===== config.mk =====
export PLATFORM = sky130hd
export DESIGN_NAME = imm_gen_pipe
export DESIGN_NICKNAME = d
export VERILOG_FILES = /design/src/rtl/imm_gen_pipe.sv
export SDC_FILE = /design/constraint.sdc
export NUM_CORES = 1
export LEC_CHECK = 0
export ABC_CLOCK_PERIOD_IN_PS = 3260
export BUFFER_PORTS_ARGS = -buffer_cell sky130_fd_sc_hd__buf_2
export CAP_MARGIN = 5
export CORE_MARGIN = 5
export CORE_UTILIZATION = 58
export DETAILED_ROUTE_END_ITERATION = 10
export GPL_ROUTABILITY_DRIVEN = 0
export PLACE_DENSITY = 0.85
export SYNTH_ARGS = -nofsm -noshare
export SYNTH_HDL_FRONTEND = slang
export SYNTH_SLANG_ARGS = --single-unit

===== constraint.sdc =====
create_clock -name clk -period 3.26 [get_ports clk]
set_clock_uncertainty 0.1 [all_clocks]
set_input_delay 0.652 -clock clk [delete_from_list [all_inputs] [get_ports clk]]
set_output_delay 0.652 -clock clk [all_outputs]
set_load 0.005 [all_outputs]

===== src/rtl/imm_gen_pipe.sv =====
// RISC-V immediate generator with a 2-entry (main + skid) valid/ready output stage.
// Latency 1 cycle from acceptance; in_ready drops only when both entries are full.
module imm_gen_pipe #(
  parameter int I_WIDTH = 32,
  parameter int D_WIDTH = 32
) (
  input  logic               clk,
  input  logic               rst_n,
  input  logic               in_valid,
  output logic               in_ready,
  input  logic [I_WIDTH-1:0] instr,
  input  logic [2:0]         immsrc,
  output logic               out_valid,
  input  logic               out_ready,
  output logic [D_WIDTH-1:0] immop,
  output logic               illegal
);

  localparam int SHW = (D_WIDTH == 64) ? 6 : 5;

  typedef enum logic [1:0] {
    ST_EMPTY = 2'd0,
    ST_ONE   = 2'd1,
    ST_TWO   = 2'd2
  } state_t;

  state_t state, state_nxt;

  logic [D_WIDTH-1:0] dec_imm;
  logic               dec_ill;
  logic [D_WIDTH-1:0] skid_imm;
  logic               skid_ill;
  logic               acc;
  logic               xfer;
  logic               ld_main;
  logic               ld_main_skid;
  logic               ld_skid;
  logic               unused_opcode;

  assign unused_opcode = ^instr[6:0];

  always_comb begin
    dec_imm = '0;
    dec_ill = 1'b0;
    case (immsrc)
      3'b000:  dec_imm = D_WIDTH'($signed(instr[31:20]));
      3'b001:  dec_imm = D_WIDTH'($signed({instr[31:25], instr[11:7]}));
      3'b010:  dec_imm = D_WIDTH'($signed({instr[31], instr[7], instr[30:25], instr[11:8], 1'b0}));
      3'b011:  dec_imm = D_WIDTH'($signed({instr[31:12], 12'h000}));
      3'b100:  dec_imm = D_WIDTH'($signed({instr[31], instr[19:12], instr[20], instr[30:21], 1'b0}));
      3'b101:  dec_imm = D_WIDTH'(instr[20 +: SHW]);
      default: dec_ill = 1'b1;
    endcase
  end

  assign acc  = in_valid && in_ready;
  assign xfer = out_valid && out_ready;

  always_comb begin
    state_nxt    = state;
    ld_main      = 1'b0;
    ld_main_skid = 1'b0;
    ld_skid      = 1'b0;
    case (state)
      ST_EMPTY: begin
        if (acc) begin
          state_nxt = ST_ONE;
          ld_main   = 1'b1;
        end
      end
      ST_ONE: begin
        if (acc && xfer) begin
          ld_main = 1'b1;
        end else if (acc) begin
          state_nxt = ST_TWO;
          ld_skid   = 1'b1;
        end else if (xfer) begin
          state_nxt = ST_EMPTY;
        end
      end
      ST_TWO: begin
        // in_ready is low here, so only the drain path matters
        if (xfer) begin
          state_nxt    = ST_ONE;
          ld_main_skid = 1'b1;
        end
      end
      default: state_nxt = ST_EMPTY;
    endcase
  end

  always_ff @(posedge clk or negedge rst_n) begin
    if (!rst_n) begin
      state     <= ST_EMPTY;
      out_valid <= 1'b0;
      in_ready  <= 1'b1;
    end else begin
      state     <= state_nxt;
      out_valid <= (state_nxt != ST_EMPTY);
      in_ready  <= (state_nxt != ST_TWO);
    end
  end

  always_ff @(posedge clk or negedge rst_n) begin
    if (!rst_n) begin
      immop    <= '0;
      illegal  <= 1'b0;
      skid_imm <= '0;
      skid_ill <= 1'b0;
    end else begin
      if (ld_main) begin
        immop   <= dec_imm;
        illegal <= dec_ill;
      end else if (ld_main_skid) begin
        immop   <= skid_imm;
        illegal <= skid_ill;
      end
      if (ld_skid) begin
        skid_imm <= dec_imm;
        skid_ill <= dec_ill;
      end
    end
  end

endmodule


==> flow_metrics.py, run 1 <==
metrics = {
    "outcome": {
        "run_status": "finished clean",
    },
    "power_and_ir_drop": {
        "worst_ir_drop_vdd_v": 0.000455,
        "power_density_nw_per_um2": 904,
        "power_leakage_nw": 1.81,
        "power_mw": 3.44,
    },
    "detailed_routing": {
        "drtIter0Drc": 209,
        "drtAntennaViolNets": 0,
        "avgViaCountPerCell": 6.05,
        "drt_pre_antenna_iters": 4,
        "via_count": 2578,
        "detail_route.wirelength_um": 7740,
        "residual_drc_count": 0,
        "drt-wirelength-per-cell_um": 18.2,
    },
    "final_layout": {
        "layout.cells.most_common_list": "sky130_fd_sc_hd__dfrtp_1, sky130_fd_sc_hd__buf_2, sky130_fd_sc_hd__a221o_1, sky130_fd_sc_hd__a21oi_1",
        "antennaDiodeCount": 0,
        "fillCellCount": 426,
        "finish.instance_area_um2": 3800,
        "area_growth_pct": 16.9,
        "mostFrequentLayoutCell": "sky130_fd_sc_hd__dfrtp_1",
        "final_nets": 388,
        "layout_cells_sized_above_1_pct": 29.4,
    },
    "global_route": {
        "grt_first_pass_wirelength_um": 12800,
        "groute.usage.overall_pct": 22.6,
        "grt_start_max_net_pins": 42,
        "vias_in_the_first_global_route": 2649,
        "grt_remaining_overflow": 0,
        "number_of_antenna_violations_at_the_first_check_in_global_routing": 0,
    },
    "synthesis": {
        "post_synth_design_cell_area_um2": 3250,
        "postSynth.asyncResetShare_pct": 100,
        "post_synthesis_cell_type_count": 39,
        "syn_avg_cell_area_um2": 11.2,
        "synth_edf_count": 0,
        "number_of_register_bits_inferred_by_synthesis": 70,
        "main_flop_type_after_synthesis": "sky130_fd_sc_hd__dfrtp_1",
        "synth_seq_area_share_pct": 53.9,
        "synth.net_count": 330,
        "yosysWarnings": 0,
        "gate_count_after_technology_mapping": 291,
    },
    "setup_path": {
        "setup.worst_path.class": "reg -> reg",
        "ff2ff_setup_slack_ns": 1.09,
        "timing.critical_path.arrival_ns": 2.33,
        "critical_path.slowest_cell": "sky130_fd_sc_hd__and2_1",
        "cpLargestDelayFamily": "simple AND/OR/NAND/NOR gates",
        "critPathRequiredTime_ns": 3.42,
        "cp_max_fo": 22,
        "crit_buf_inv": 1,
        "critPathCaptureType": "register",
        "crit_chain": "and3b_1 -> and2_1 -> buf_4 -> nor2_1 -> a31oi_1",
        "cp_slowest_stage_delay_ns": 0.63,
        "critPathLaunchType": "register",
    },
    "sta": {
        "worst_slew_margin_rel_pct": 50.2,
        "final.min_clock_period_ns": 2.17,
        "post-route-period-util_pct": 66.6,
        "final_sum_of_negative_setup_slack_ns": 0,
        "timing_worst_slew_pin_value_ns": 0.747,
        "fmaxAchievable_ghz": 0.461,
        "finalMaxSlewViolations": 0,
        "rsz_0062_raised_after_global_routing": "false",
        "final-hold-violation-count": 0,
        "report.final.setup_viol": 0,
    },
    "clock_network": {
        "cts_hold_repair.buffers": 0,
        "cts.htree.levels": 3,
        "buffer_depth_of_the_longest_clock_path": 2,
        "numClockSinks": 70,
        "clock_latency_of_the_later_clocked_register_in_the_worst_skew_pair_ns": 0.34,
        "cts_inserted_buffers": 9,
        "cts-root-buf": "sky130_fd_sc_hd__clkbuf_8",
        "number_of_buffers_inserted_to_repair_setup_after_cts": 0,
        "cts-resized-gates": 0,
        "clk_pin_slew_ns": 0.07,
        "tritoncts": "yes",
    },
    "placement": {
        "portBuffers": 66,
        "postPlaceCellArea_um2": 3590,
        "post-dp-hpwl_um": 5190,
    },
    "die": {
        "start_util_pct": 59.4,
        "pin_count": 74,
        "fp.dieArea_um2": 7210,
        "chipHeight_um": 84.9,
        "core.rowCount": 27,
        "die_width_um": 84.9,
        "placeableCoreArea_um2": 5470,
    },
    "run": {
        "max_cap_violations": 0,
    },
    "worst_hold_path": {
        "timing.hold.worst.class": "in -> async",
    },
}
## worst register-to-register path, cell delays in order, from the launching register on
cell and delay (ns):
sky130_fd_sc_hd__dfstp_2 0.55, sky130_fd_sc_hd__and3b_1 0.22, sky130_fd_sc_hd__and2_1 0.63, sky130_fd_sc_hd__buf_4 0.37, sky130_fd_sc_hd__nor2_1 0.06, sky130_fd_sc_hd__a31oi_1 0.15
## kinds of logic after synthesis
family	Yosys count	synth area share, %
AOI/OAI and AO/OA	103	23.0
and+or+nand+nor	74	11.9
DFF	70	53.9
buffers and inverters	27	4.85
muxes	15	5.73
xor gates and xnor gates	1	0.269
adders and majority gates	1	0.308
## final cells by class
class	count	area [um2]	area share [%]
Sequential cell	70	1750	46.1
Multi-Input combinational cell	194	1350	35.5
Timing Repair Buffer	72	388	10.2
Clock buffer	12	145	3.82
Tap cell	72	90.1	2.37
Clock inverter	4	70.1	1.84
Inverter	2	7.51	0.197
## cells in the mapped netlist (2+ instances only)
master / instances / area (um2)
sky130_fd_sc_hd__and2_1: 12 / 75.1
sky130_fd_sc_hd__nand2b_1: 3 / 18.8
sky130_fd_sc_hd__and3b_1: 2 / 17.5
sky130_fd_sc_hd__buf_2: 12 / 60.1
sky130_fd_sc_hd__and3_1: 6 / 37.5
sky130_fd_sc_hd__inv_1: 2 / 7.51
sky130_fd_sc_hd__clkbuf_1: 5 / 18.8
sky130_fd_sc_hd__nor2_1: 19 / 71.3
sky130_fd_sc_hd__nor2b_1: 4 / 25.0
sky130_fd_sc_hd__nand3_1: 2 / 10.0
sky130_fd_sc_hd__o21ai_0: 11 / 55.1
sky130_fd_sc_hd__mux2_2: 5 / 56.3
sky130_fd_sc_hd__o21ai_1: 3 / 15.0
sky130_fd_sc_hd__a22o_1: 9 / 78.8
sky130_fd_sc_hd__a221o_1: 31 / 310
sky130_fd_sc_hd__dfrtp_1: 69 / 1730
sky130_fd_sc_hd__buf_4: 3 / 22.5
sky130_fd_sc_hd__a31oi_1: 19 / 119
sky130_fd_sc_hd__o21a_1: 2 / 15.0
sky130_fd_sc_hd__a21oi_1: 23 / 115
sky130_fd_sc_hd__nand2_1: 19 / 71.3
sky130_fd_sc_hd__mux2i_1: 4 / 40.0
sky130_fd_sc_hd__mux2_4: 6 / 90.1
sky130_fd_sc_hd__buf_6: 4 / 45.0
sky130_fd_sc_hd__nor3_1: 2 / 10.0
## worst paths after layout
check                                to  cells after the start         from
max                        skid_imm[23]                      5     in_ready
min                         skid_imm[9]                      1        rst_n
max reg2reg                skid_imm[23]                      5     in_ready
min reg2reg                 skid_imm[1]                      2  skid_imm[1]
max in group asynchronous  skid_imm[18]                      2        rst_n
min in group clk            skid_imm[1]                      2  skid_imm[1]
## stage by stage
step                      setup slack, ns  util, %  hold slack [ns]  std cells
after CTS                            1.09     69.5            0.272        426
after global placement              0.856     65.6            0.363        410
after floorplan                      1.41        -            0.256        291
after detailed placement            0.819     65.6            0.371        410
final                                1.09     69.5            0.249        426
after global routing                0.968     69.5            0.299        426
## routing by layer
metal | GRT usage (%) | wire length (um) | vias to the layer above | part of all wire, %
met2 | 35.2 | 3690 | 107 | 48
met5 | 0 | 0 | - | 0
met1 | 30.6 | 3340 | 1254 | 43
li1 | - | - | 1205 | -
met3 | 6.60 | 595 | 12 | 7.7
met4 | 7.48 | 116 | 0 | 1.5
## state kept, by name, indices dropped and copies added, names as in the netlist
signal	flops
skid_ill	1
out_valid	1
skid_imm	32
state	2
illegal	1
in_ready	1
immop	32
## where the power goes
part	internal (mW)	leakage, nW	switching [mW]	total (mW)
Combinational	0.596	0.821	0.568	1.16
Sequential	1.27	0.882	0.232	1.51
Clock	0.450	0.110	0.319	0.769
(Power assumes the default switching activity.)
==> run 2, diff against run 1 <==
==> config.mk (replaced) <==
export PLATFORM = sky130hd
export DESIGN_NAME = imm_gen_pipe
export DESIGN_NICKNAME = d
export VERILOG_FILES = /design/src/rtl/imm_gen_pipe.sv
export SDC_FILE = /design/constraint.sdc
export NUM_CORES = 1
export LEC_CHECK = 0
export ABC_AREA = 1
export ABC_CLOCK_PERIOD_IN_PS = 2300
export BUFFER_PORTS_ARGS = -buffer_cell sky130_fd_sc_hd__buf_2
export CAP_MARGIN = 5
export CORE_MARGIN = 5
export CORE_UTILIZATION = 55
export DETAILED_ROUTE_END_ITERATION = 10
export GPL_ROUTABILITY_DRIVEN = 0
export PLACE_DENSITY = 0.8
export SYNTH_ARGS = -nofsm -noshare
export SYNTH_HDL_FRONTEND = slang
export SYNTH_SLANG_ARGS = --single-unit
==> constraint.sdc (replaced) <==
create_clock -name clk -period 2.3 [get_ports clk]
set_clock_uncertainty 0.1 [all_clocks]
set_input_delay 0.46 -clock clk [delete_from_list [all_inputs] [get_ports clk]]
set_output_delay 0.46 -clock clk [all_outputs]
set_load 0.005 [all_outputs]
==> flow_metrics.py, run 2 <==
metrics = {
    "outcome": {
        "run_status": "finished clean",
    },
    "detailed_routing": {
        "residual_drc_count": 0,
        "detail_route.wirelength_um": 8580,
        "drtAntennaViolNets": 0,
        "drt-wirelength-per-cell_um": 13.7,
        "drt_pre_antenna_iters": 4,
        "avgViaCountPerCell": 5.16,
        "drtIter0Drc": 196,
        "via_count": 3233,
    },
    "synthesis": {
        "post_synth_design_cell_area_um2": 3540,
        "synthTopCellsByArea": "sky130_fd_sc_hd__dfrtp_1, sky130_fd_sc_hd__nand2_1, sky130_fd_sc_hd__nand3_1",
        "gate_count_after_technology_mapping": 483,
        "post_synthesis_cell_type_count": 25,
        "synth_commonest_cells": "sky130_fd_sc_hd__nand2_1, sky130_fd_sc_hd__dfrtp_1, sky130_fd_sc_hd__nand3_1, sky130_fd_sc_hd__inv_1, sky130_fd_sc_hd__nand2_2",
        "number_of_register_bits_inferred_by_synthesis": 70,
        "synth_edf_count": 0,
        "synth.top_cell.area_share_pct": 48.8,
        "yosysWarnings": 0,
        "syn_avg_cell_area_um2": 7.33,
        "synth_top_area_cell": "sky130_fd_sc_hd__dfrtp_1",
        "synth_seq_area_share_pct": 49.5,
        "synth_most_common_cell": "sky130_fd_sc_hd__nand2_1",
        "synth.net_count": 522,
        "postSynth.asyncResetShare_pct": 100,
        "main_flop_type_after_synthesis": "sky130_fd_sc_hd__dfrtp_1",
    },
    "sta": {
        "worst_slew_margin_rel_pct": 59.8,
        "final_sum_of_negative_setup_slack_ns": 0,
        "report.final.setup_viol": 0,
        "timing_worst_slew_pin_value_ns": 0.602,
        "rsz_0062_raised_after_global_routing": "false",
        "timing.hold.ws_ns": 0.0297,
        "finalMaxSlewViolations": 0,
        "final.min_clock_period_ns": 1.92,
        "post-route-period-util_pct": 83.4,
        "final-hold-violation-count": 0,
        "fmaxAchievable_ghz": 0.522,
    },
    "setup_path": {
        "ff2ff_setup_slack_ns": 0.38,
        "cpMostUsedCell": "sky130_fd_sc_hd__nand2_1",
        "critPathRequiredTime_ns": 2.48,
        "reg_to_reg_critical_path_endpoint": "immop[6]",
        "ff2ff_path_depth": 6,
        "critical_path.slowest_cell": "sky130_fd_sc_hd__inv_2",
        "crit_buf_inv": 1,
        "crit_chain": "nand2_1 -> nor2_2 -> nand2_2 -> inv_2 -> nand2_1 -> nand3_1",
        "critPathCaptureType": "register",
        "timing.critical_path.arrival_ns": 2.10,
        "cp_max_fo": 32,
        "critPathLaunchType": "register",
        "crit-reg2reg-launch": "in_ready",
        "cp_slowest_stage_delay_ns": 0.54,
        "setup.worst_path.class": "reg -> reg",
        "cpLargestDelayFamily": "simple AND/OR/NAND/NOR gates",
    },
    "placement": {
        "post-dp-hpwl_um": 5790,
        "portBuffers": 66,
    },
    "clock_network": {
        "numClockSinks": 70,
        "cts_hold_repair.buffers": 0,
        "cts-resized-gates": 0,
        "clock_latency_of_the_later_clocked_register_in_the_worst_skew_pair_ns": 0.35,
        "number_of_buffers_inserted_to_repair_setup_after_cts": 0,
        "buffer_depth_of_the_longest_clock_path": 2,
        "cts.htree.levels": 3,
        "tritoncts": "yes",
        "clk_pin_slew_ns": 0.07,
        "cts_inserted_buffers": 9,
        "cts-root-buf": "sky130_fd_sc_hd__clkbuf_8",
    },
    "die": {
        "start_util_pct": 56.0,
        "pin_count": 74,
        "chipHeight_um": 90.2,
        "fp.dieArea_um2": 8140,
        "die_width_um": 90.2,
        "core.rowCount": 29,
        "placeableCoreArea_um2": 6310,
    },
    "global_route": {
        "vias_in_the_first_global_route": 3138,
        "groute.usage.overall_pct": 22.3,
        "global_route.usage.met2_pct": 34.9,
        "grt_first_pass_wirelength_um": 14900,
        "grt_remaining_overflow": 0,
        "number_of_antenna_violations_at_the_first_check_in_global_routing": 0,
        "grt.busiest_layer": "met2",
        "global_route.usage.met3_pct": 5.09,
        "grt_start_max_net_pins": 71,
        "grt_util_met1_pct": 29.7,
    },
    "final_layout": {
        "sequential_cell_area_um2": 1750,
        "mostFrequentLayoutCell": "sky130_fd_sc_hd__nand2_1",
        "antennaDiodeCount": 0,
        "final_nets": 585,
        "area_of_combinational_cells_with_multiple_inputs_um2": 1500,
        "layout.cells.most_common_list": "sky130_fd_sc_hd__nand2_1, sky130_fd_sc_hd__dfrtp_1, sky130_fd_sc_hd__buf_2, sky130_fd_sc_hd__nand3_1, sky130_fd_sc_hd__inv_1",
        "area_growth_pct": 16.1,
        "fillCellCount": 560,
        "top_regs": "immop x32, skid_imm x32, state x2",
        "layout_cells_sized_above_1_pct": 21.6,
        "post-route-util_pct": 65.0,
    },
    "worst_hold_path": {
        "timing.hold.worst.class": "in -> async",
    },
    "run": {
        "max_cap_violations": 0,
    },
    "power_and_ir_drop": {
        "power_density_nw_per_um2": 1130,
        "worst_ir_drop_vdd_v": 0.000655,
        "power_mw": 4.65,
        "power_leakage_nw": 2.44,
    },
}
-- run 2: cell types whose count changed after synthesis, moves of 6 or more --
cell,previous run,this run
sky130_fd_sc_hd__a21oi_1,23,1
sky130_fd_sc_hd__a221o_1,31,0
sky130_fd_sc_hd__a22o_1,9,0
sky130_fd_sc_hd__a31oi_1,19,0
sky130_fd_sc_hd__and2_1,12,0
sky130_fd_sc_hd__and3_1,6,0
sky130_fd_sc_hd__inv_1,2,32
sky130_fd_sc_hd__inv_2,0,8
sky130_fd_sc_hd__mux2_4,6,0
sky130_fd_sc_hd__nand2_1,19,255
sky130_fd_sc_hd__nand2_2,0,16
sky130_fd_sc_hd__nand3_1,2,51
sky130_fd_sc_hd__nor2_1,19,11
sky130_fd_sc_hd__o21ai_0,11,2
-- run 2: how the worst max path moves through the flow --
stage / from / to / cells after the start
5_1_grt: in_ready / immop[6] / 6
3_5_place_dp: in_valid / immop[6] / 7
3_3_place_gp: in_valid / immop[28] / 7
6_report: in_ready / immop[6] / 6
4_1_cts: in_ready / immop[6] / 6
2_1_floorplan: in_ready / skid_imm[22] / 6
-- run 2: routing by layer --
metal  routed length (um)  up-vias
met2                 4100      119
met4                  171        0
met3                  654       21
met1                 3650     1495
met5                    0        -
li1                     -     1598
-- run 2: power breakdown --
part,switching (mW),leakage (nW),internal (mW)
logic,1.02,1.45,0.652
registers,0.309,0.907,1.79
clock network,0.438,0.0865,0.444
-- run 2: final cells by class --
cell class | instances | area share (%)
multi-input combinational | 351 | 36.5
sequential | 70 | 42.7
clock buffer | 14 | 3.96
clock inverter | 1 | 0.122
tap | 77 | 2.35
inverter | 41 | 3.81
timing repair buffer | 73 | 10.5
-- run 2: kinds of logic (layout without fill, tap and decap cells) --
| logic type | after synthesis | count (layout) | synth area share, % |
|---|---|---|---|
| and+or+nand+nor | 346 | 346 | 41.6 |
| DFF | 70 | 70 | 49.5 |
| buffers and inverters | 62 | 129 | 8.06 |
| AOI/OAI and AO/OA | 5 | 5 | 0.778 |
-- run 2: worst reg2reg max path: stages (launching register included) --
cell                      delay, ns
sky130_fd_sc_hd__dfstp_2       0.53
sky130_fd_sc_hd__nand2_1       0.07
sky130_fd_sc_hd__nor2_2        0.14
sky130_fd_sc_hd__nand2_2       0.24
sky130_fd_sc_hd__inv_2         0.54
sky130_fd_sc_hd__nand2_1       0.14
sky130_fd_sc_hd__nand3_1       0.10
-- run 2: metrics by stage --
step / instance area (um2) / setup WS, ns / instances
after CTS: 4110 / 0.367 / 627
after floorplan: 3540 / 0.899 / 483
after global routing: 4110 / 0.234 / 627
after global placement: 3940 / 0.426 / 612
final: 4110 / 0.383 / 627
after detailed placement: 3940 / 0.360 / 612
